[src/rtl/alu_issue_ctrl_if.sv]
// rtl/alu_issue_ctrl_if.sv - instruction handshake and ALU-facing bus for alu_issue_ctrl
interface alu_issue_ctrl_if #(
  parameter int N = 8
);
  // Instruction handshake from the upstream stage
  logic         instr_valid;
  logic         instr_ready;
  logic [15:0]  instr;

  // Issue signals to the ALU and its registered result back
  logic         alu_enable;
  logic [2:0]   alu_mode;
  logic [N-1:0] alu_a;
  logic [N-1:0] alu_b;
  logic [N-1:0] alu_result;
  logic         alu_carry;

  // Environment side: offers instructions and returns ALU results
  modport master (
    output instr_valid,
    output instr,
    output alu_result,
    output alu_carry,
    input  instr_ready,
    input  alu_enable,
    input  alu_mode,
    input  alu_a,
    input  alu_b
  );

  // Controller side
  modport slave (
    input  instr_valid,
    input  instr,
    input  alu_result,
    input  alu_carry,
    output instr_ready,
    output alu_enable,
    output alu_mode,
    output alu_a,
    output alu_b
  );
endinterface

[src/rtl/alu_issue_ctrl.sv]
// rtl/alu_issue_ctrl.sv - issue/writeback controller with register file and flags for the 8-bit ALU
module alu_issue_ctrl #(
  parameter int N    = 8,
  parameter int NREG = 4
) (
  input  logic         clk,
  input  logic         rst_n,
  alu_issue_ctrl_if.slave bus,
  output logic         flag_z,
  output logic         flag_c,
  output logic         done,
  output logic         illegal,
  input  logic [1:0]   dbg_addr,
  output logic [N-1:0] dbg_data
);

  localparam int AW = $clog2(NREG);

  localparam logic [2:0] OP_ADD = 3'd0;
  localparam logic [2:0] OP_SUB = 3'd1;
  localparam logic [2:0] OP_XOR = 3'd4;
  localparam logic [2:0] OP_LDI = 3'd5;

  typedef enum logic [1:0] {
    S_IDLE,
    S_ISSUE,
    S_WB,
    S_ERR
  } state_t;

  state_t          state_q, state_d;
  logic [2:0]      op_q, op_d;
  logic [AW-1:0]   rd_q, rd_d;
  logic [N-1:0]    imm_q, imm_d;
  logic [N-1:0]    alu_a_q, alu_a_d;
  logic [N-1:0]    alu_b_q, alu_b_d;
  logic [2:0]      alu_mode_q, alu_mode_d;
  logic            flag_z_q, flag_z_d;
  logic            flag_c_q, flag_c_d;
  logic [N-1:0]    regs_q [NREG];

  logic            rf_we;
  logic [N-1:0]    rf_wdata;

  // Decoded fields of the instruction currently offered
  logic [2:0]      in_op;
  logic [AW-1:0]   in_rd;
  logic [AW-1:0]   in_ra;
  logic [AW-1:0]   in_rb;
  logic            accept;

  assign in_op  = bus.instr[15:13];
  assign in_rd  = AW'(bus.instr[12:11]);
  assign in_ra  = AW'(bus.instr[10:9]);
  assign in_rb  = AW'(bus.instr[8:7]);
  assign accept = bus.instr_valid && (state_q == S_IDLE);

  // State, latched instruction fields, ALU operand registers and flags
  always_ff @(posedge clk) begin
    if (!rst_n) begin
      state_q    <= S_IDLE;
      op_q       <= '0;
      rd_q       <= '0;
      imm_q      <= '0;
      alu_a_q    <= '0;
      alu_b_q    <= '0;
      alu_mode_q <= '0;
      flag_z_q   <= 1'b0;
      flag_c_q   <= 1'b0;
    end else begin
      state_q    <= state_d;
      op_q       <= op_d;
      rd_q       <= rd_d;
      imm_q      <= imm_d;
      alu_a_q    <= alu_a_d;
      alu_b_q    <= alu_b_d;
      alu_mode_q <= alu_mode_d;
      flag_z_q   <= flag_z_d;
      flag_c_q   <= flag_c_d;
    end
  end

  // Register file: single write port used only in the writeback state
  always_ff @(posedge clk) begin
    if (!rst_n) begin
      for (int i = 0; i < NREG; i++) begin
        regs_q[i] <= '0;
      end
    end else if (rf_we) begin
      regs_q[rd_q] <= rf_wdata;
    end
  end

  // Next-state logic: accept in IDLE, one issue cycle for ALU ops, then writeback
  always_comb begin
    state_d    = state_q;
    op_d       = op_q;
    rd_d       = rd_q;
    imm_d      = imm_q;
    alu_a_d    = alu_a_q;
    alu_b_d    = alu_b_q;
    alu_mode_d = alu_mode_q;
    flag_z_d   = flag_z_q;
    flag_c_d   = flag_c_q;
    rf_we      = 1'b0;
    rf_wdata   = '0;

    case (state_q)
      S_IDLE: begin
        if (accept) begin
          op_d  = in_op;
          rd_d  = in_rd;
          imm_d = N'(bus.instr[7:0]);
          if (in_op <= OP_XOR) begin
            // Operands are captured here, so a later write to the same
            // register cannot disturb them.
            alu_a_d    = regs_q[in_ra];
            alu_b_d    = regs_q[in_rb];
            alu_mode_d = in_op;
            state_d    = S_ISSUE;
          end else if (in_op == OP_LDI) begin
            state_d = S_WB;
          end else begin
            state_d = S_ERR;
          end
        end
      end

      S_ISSUE: begin
        state_d = S_WB;
      end

      S_WB: begin
        rf_we = 1'b1;
        if (op_q == OP_LDI) begin
          rf_wdata = imm_q;
        end else begin
          // Zero is derived from the result here; the ALU's own zero
          // output is one cycle late for this writeback.
          rf_wdata = bus.alu_result;
          flag_z_d = (bus.alu_result == '0);
          flag_c_d = ((op_q == OP_ADD) || (op_q == OP_SUB)) ? bus.alu_carry : 1'b0;
        end
        state_d = S_IDLE;
      end

      S_ERR: begin
        state_d = S_IDLE;
      end

      default: begin
        state_d = S_IDLE;
      end
    endcase
  end

  assign bus.instr_ready = (state_q == S_IDLE);
  assign bus.alu_enable  = (state_q == S_ISSUE);
  assign bus.alu_mode    = alu_mode_q;
  assign bus.alu_a       = alu_a_q;
  assign bus.alu_b       = alu_b_q;

  assign done     = (state_q == S_WB);
  assign illegal  = (state_q == S_ERR);
  assign flag_z   = flag_z_q;
  assign flag_c   = flag_c_q;
  assign dbg_data = regs_q[dbg_addr];

endmodule

[src/flat_wrapper.sv]
// flat-port wrapper written by rule: the top's interface ports become plain ports
module alu_issue_ctrl_flat 
#(
  parameter int N    = 8,
  parameter int NREG = 4
)
  (clk, rst_n, flag_z, flag_c, done, illegal, dbg_addr, dbg_data, bus_instr_valid, bus_instr, bus_alu_result, bus_alu_carry, bus_instr_ready, bus_alu_enable, bus_alu_mode, bus_alu_a, bus_alu_b);
  alu_issue_ctrl_if #(.N(N)) bus_i ();
  input  logic clk;
  input  logic rst_n;
  output logic flag_z;
  output logic flag_c;
  output logic done;
  output logic illegal;
  input  logic [1:0] dbg_addr;
  output logic [N-1:0] dbg_data;
  input wire logic [$bits(bus_i.instr_valid)-1:0] bus_instr_valid;
  input wire logic [$bits(bus_i.instr)-1:0] bus_instr;
  input wire logic [$bits(bus_i.alu_result)-1:0] bus_alu_result;
  input wire logic [$bits(bus_i.alu_carry)-1:0] bus_alu_carry;
  output wire logic [$bits(bus_i.instr_ready)-1:0] bus_instr_ready;
  output wire logic [$bits(bus_i.alu_enable)-1:0] bus_alu_enable;
  output wire logic [$bits(bus_i.alu_mode)-1:0] bus_alu_mode;
  output wire logic [$bits(bus_i.alu_a)-1:0] bus_alu_a;
  output wire logic [$bits(bus_i.alu_b)-1:0] bus_alu_b;
  assign bus_i.instr_valid = bus_instr_valid;
  assign bus_i.instr = bus_instr;
  assign bus_i.alu_result = bus_alu_result;
  assign bus_i.alu_carry = bus_alu_carry;
  assign bus_instr_ready = bus_i.instr_ready;
  assign bus_alu_enable = bus_i.alu_enable;
  assign bus_alu_mode = bus_i.alu_mode;
  assign bus_alu_a = bus_i.alu_a;
  assign bus_alu_b = bus_i.alu_b;
  alu_issue_ctrl #(.N(N), .NREG(NREG)) u_core (.clk(clk), .rst_n(rst_n), .bus(bus_i), .flag_z(flag_z), .flag_c(flag_c), .done(done), .illegal(illegal), .dbg_addr(dbg_addr), .dbg_data(dbg_data));
endmodule
[config.mk]
export PLATFORM = sky130hd
export DESIGN_NAME = alu_issue_ctrl_flat
export DESIGN_NICKNAME = d
export VERILOG_FILES = /design/src/rtl/alu_issue_ctrl_if.sv /design/src/rtl/alu_issue_ctrl.sv /design/src/flat_wrapper.sv
export SDC_FILE = /design/constraint.sdc
export NUM_CORES = 1
export LEC_CHECK = 0
export CAP_MARGIN = 20
export CORE_MARGIN = 3
export CORE_UTILIZATION = 46
export DETAILED_ROUTE_END_ITERATION = 8
export PLACE_DENSITY = 0.75
export SKIP_LAST_GASP = 1
export SYNTH_ARGS = -nofsm -noshare
export SYNTH_HDL_FRONTEND = slang
export SYNTH_SLANG_ARGS = --single-unit
[constraint.sdc]
create_clock -name clk -period 1.49 [get_ports clk]
set_input_delay 0.2235 -clock clk [delete_from_list [all_inputs] [get_ports clk]]
set_output_delay 0.2235 -clock clk [all_outputs]
set_load 0.05 [all_outputs]
# After elaboration in Yosys (flattened, before gate mapping)
# Memory sizes are Yosys's and may differ from the RTL's. A register that Yosys moved wholly into a read port is not among the register bits.
# Cells that the tools add are included.
totals:
  regBits: 20
  ramBits: 32
  input_bits: 30
  elab_cells: 44
  mem_count: 1
classes:
  magnitude_cmp: 1
  n_eq_ne: 7
  mux: 15
  bitwise: 1
  reduce_logical: 12
memory_table:
  columns: ["memory", "words", "width", "rd", "rd_ports_with_merged_regs", "wr", "line_no", "rtl"]
  rows:
  - ["u_core.regs_q", 4, 8, 3, 2, 4, "alu_issue_ctrl.sv:40", "logic [N-1:0] regs_q [NREG];"]
ops:
  columns: ["cell", "count"]
  rows:
  - ["$mux 8", 3]
  - ["$logic_not 8->1", 1]
  - ["$mux 1", 8]
  - ["$reduce_or 8->1", 1]
  - ["$eq 3x3->1 const B", 2]
  - ["$mux 2", 3]
  - ["$pmux 2 s3", 1]
  - ["$eq 2x2->1 const B", 2]
  - ["$reduce_and 2->1", 2]
  - ["$eq 3x1->1 const B", 1]
  - ["$le 3x3->1 const B", 1]
  - ["$logic_not 3->1", 1]
  - ["$reduce_and 3->1", 1]
  - ["$eq 2x1->1 const B", 1]
  - ["$logic_not 1->1", 2]
  - ["$logic_not 2->1", 1]
  - ["$ne 2x1->1 const B", 1]
  - ["$reduce_or 2->1", 1]
  - ["$logic_and 1x1->1", 1]
  - ["$logic_or 1x1->1", 1]
  - ["$not 1->1", 1]

# Logic depth before layout (Yosys ltp)
depth:
  ltp_word: 7
  mapped_depth: 6
  depth_no_buf: 4

# Worst setup path before layout
# OpenSTA, ideal clock, no wires.
synth_timing:
  path_kind: "reg2reg"
  from: "register u_core.state_q[0]"
  to: "memory u_core.regs_q[0][0], enable pin"
  setup_ns: 0.387
  t_arrival_ns: 1.257
  path_slack_ns: -0.153
  path_stages_with_launch: 3
  path_buffers: 0
  synth_period_minus_slack_ns: 1.643
  path_cell_list: "dfxtp_1 nand2b_1 o31ai_1"
synth_lines:
  columns: ["item", "line_no", "rtl"]
  rows:
  - ["start: declaration", "alu_issue_ctrl.sv:31", "state_t state_q, state_d;"]
  - ["start signal: assignment", "alu_issue_ctrl.sv:71", "state_q <= state_d;"]
  - ["end: declaration", "alu_issue_ctrl.sv:40", null]

==> qor.yml <==
fin_crit_ps: 1660
ctsHoldBuffers: 0
async_reset_ff_share_pct: 0
crit_path_max_fanout: 3
final.setup.tns_ps: -1230
antenna_cells: 0
fin_ws_ps: -173
grt_setup_unrepaired: "true"
io_pins: 63
fin_skew_ps: 7.51
final_cell_area_um2: 4540
ys_ff_latch: 68
setup_viol: 8
grt_pass1_wl_mm: 11.9
synth_cell_types: 33
grt_usage_pct: 20.2
slew_viol_final: 0
cp-end-kind: "primary output"
hpwl_mm: 5.55
internal_power_mw: 3.45
start_util_pct: 48.9
final_util_pct: 69.5
remaining_drc_errors: 0
cts_num_sinks: 68
drive_gt1_share_pct: 34.5
insertion_delay_ps: 340
slew_headroom_pct: 65.7
switching_share_pct: 25.8
ant_nets: 0
path_clk_slew_ps: 60
synth-seq-area-share_pct: 52.7
yosysTopAreaCellShare_pct: 30.1
syn2layout_area_growth_pct: 42.1
num_vias: 2503
drv_cap: 0
powerDensity_nw_per_um2: 1030
tightest_slew_ps: 515
rows: 29
drt-initial-drc-count: 142
overflow: 0
core_area_um2: 6530
final_nets: 399
fin_crit_sh_pct: 112
synth.cell_area_um2: 3190
power.switching_mw: 1.20
final_common_cell: "buf_4"
dieArea_um2: 7980
comb_power_share_pct: 20.2
p_seq_share_pct: 45.5
synthCells: 271
first_global_vias: 2457
critPathKind: "reg2out"
clkPwrFrac_pct: 34.2
ys.flop_type: "dfxtp_1"
cts_buffers: 9
slowest_delay_ps: 500
chipWidth_um: 89.3
path_cells: "mux4_2, buf_6"
dr.pass1.iters: 4
p_leak_nw: 1.77
mappedNetlistNets: 301
synth_area_leaders: "edfxtp_1 (30%), dfxtp_1 (23%), mux4_2 (17%)"
reg2reg_depth: 4
place_congestion: 0.796
hold-path-cell-count: 3
start_kind: "flip-flop"
cp_slowest_cell: "mux4_2"
worstPathArrival_ps: 1440
routedWlPerCell_um: 16.5
placed_area_um2: 4160
syn_area_per_cell_um2: 11.8
antenna_found_initial: 0
cts-root-buf: "clkbuf_8"
io_buffer_count: 62
hp-class: "in2reg"
cts_tree: "done"
synth_top_cell_by_area: "edfxtp_1"
grt_max_degree: 17
violations: "setup timing"
yosys_warnings: 0
irDropWorstVdd_v: 0.000663
via_per_inst: 5.55
dieHeight_um: 89.3
outcome: "finished with violations"
fmax_mhz: 601
synth_edf_count: 32
layout_common_cells: "buf_4 (56), nand2_1 (43), dfxtp_1 (35), nor2_1 (32), edfxtp_1 (32)"
htreeDepth: 3
routed_wl_mm: 7.46
finalHoldViolations: 0
required_ps: 1270
clockBufferDepth: 2
## area by class of cell
class | instances | area (µm²)
repair buffers | 108 | 1100
clock buffers | 14 | 143
multi-input cells | 179 | 1450
flip-flops and latches | 68 | 1680
fillers | 482 | 1990
inverters | 3 | 11.3
well taps | 77 | 96.3
clock inverters | 2 | 60.1
## per-layer routing
layer  track usage, %  part of all wire (%)  wire length, µm
met1             23.9                    41             3080
met5                0                     0                0
met3             7.10                   6.7              498
met4             6.22                  0.99               74
met2             34.6                    51             3810
## through the flow
| stage | worst slack, ps | cells | total power, mW | hold WS [ps] |
|---|---|---|---|---|
| 4_1_cts | -180 | 447 | 4.66 | 424 |
| 3_3_place_gp | -321 | 422 | 3.02 | 440 |
| 5_1_grt | -217 | 451 | 4.84 | 446 |
| 6_report | -173 | 451 | 4.66 | 438 |
| 3_5_place_dp | -333 | 422 | 3.04 | 450 |
| 2_1_floorplan | -109 | 271 | 2.67 | 359 |
## power groups by stage
stage               clock, mW  sequential, mW  combinational (mW)
floorplan                   0            2.24               0.432
global route             1.71            2.13               0.999
global placement            0            2.15               0.871
finish                   1.59            2.12               0.943
CTS                      1.61            2.12               0.931
detailed placement          0            2.16               0.887
## worst max-delay path: cells and delay by family, from the launching register on
family	cells	cell delay, ps
muxes	1	500
DFF	1	430
buffers and inverters	1	170
## state kept, by name (all words and copies together), names as in the netlist
name and flops:
u_core.bus.alu_b 8, u_core.op_q 3, u_core.imm_q 8, u_core.flag_z 1, u_core.state_q 2, u_core.bus.alu_a 8, u_core.bus.alu_mode 3, u_core.flag_c 1
u_core.regs_q 32, u_core.rd_q 2
## final timing paths
path,from,endpoint,slack [ps]
worst max register to register,u_core.op_q[1]$_SDFFE_PN0P_,u_core.regs_q[0][4]$_SDFFCE_PN0P_,70
worst min-delay path,bus_instr[6],u_core.imm_q[6]$_SDFFE_PN0P_,440
worst min register to register,u_core.imm_q[1]$_SDFFE_PN0P_,u_core.imm_q[1]$_SDFFE_PN0P_,460
worst max-delay path,u_core.regs_q[3][4]$_DFFE_PP_,dbg_data[4],-170
## timing repair
action / in CTS / in global routing
gates cloned: 0 / 0
buffers inserted: 9 / 4
setup endpoints to repair: 18 / 28
pin swaps: 0 / 0
resized for setup: 13 / 7
## kinds of logic after synthesis
family / synth area share [%]
DFF: 52.7
and+or+nand+nor: 14.0
AOI/OAI and AO/OA: 10.3
buffers and inverters: 3.64
muxes: 19.4
## synthesized netlist by cell type (4+ instances only)
library cell / n
o2bb2ai_1: 16
nand2_1: 43
nor2_1: 32
o21ai_0: 5
buf_1: 4
dfxtp_1: 36
edfxtp_1: 32
o21a_1: 5
mux4_2: 24
clkbuf_1: 11
a21oi_1: 19
nor3_1: 4
mux2i_1: 8
Note: power is estimated with default switching activity, not from simulation.
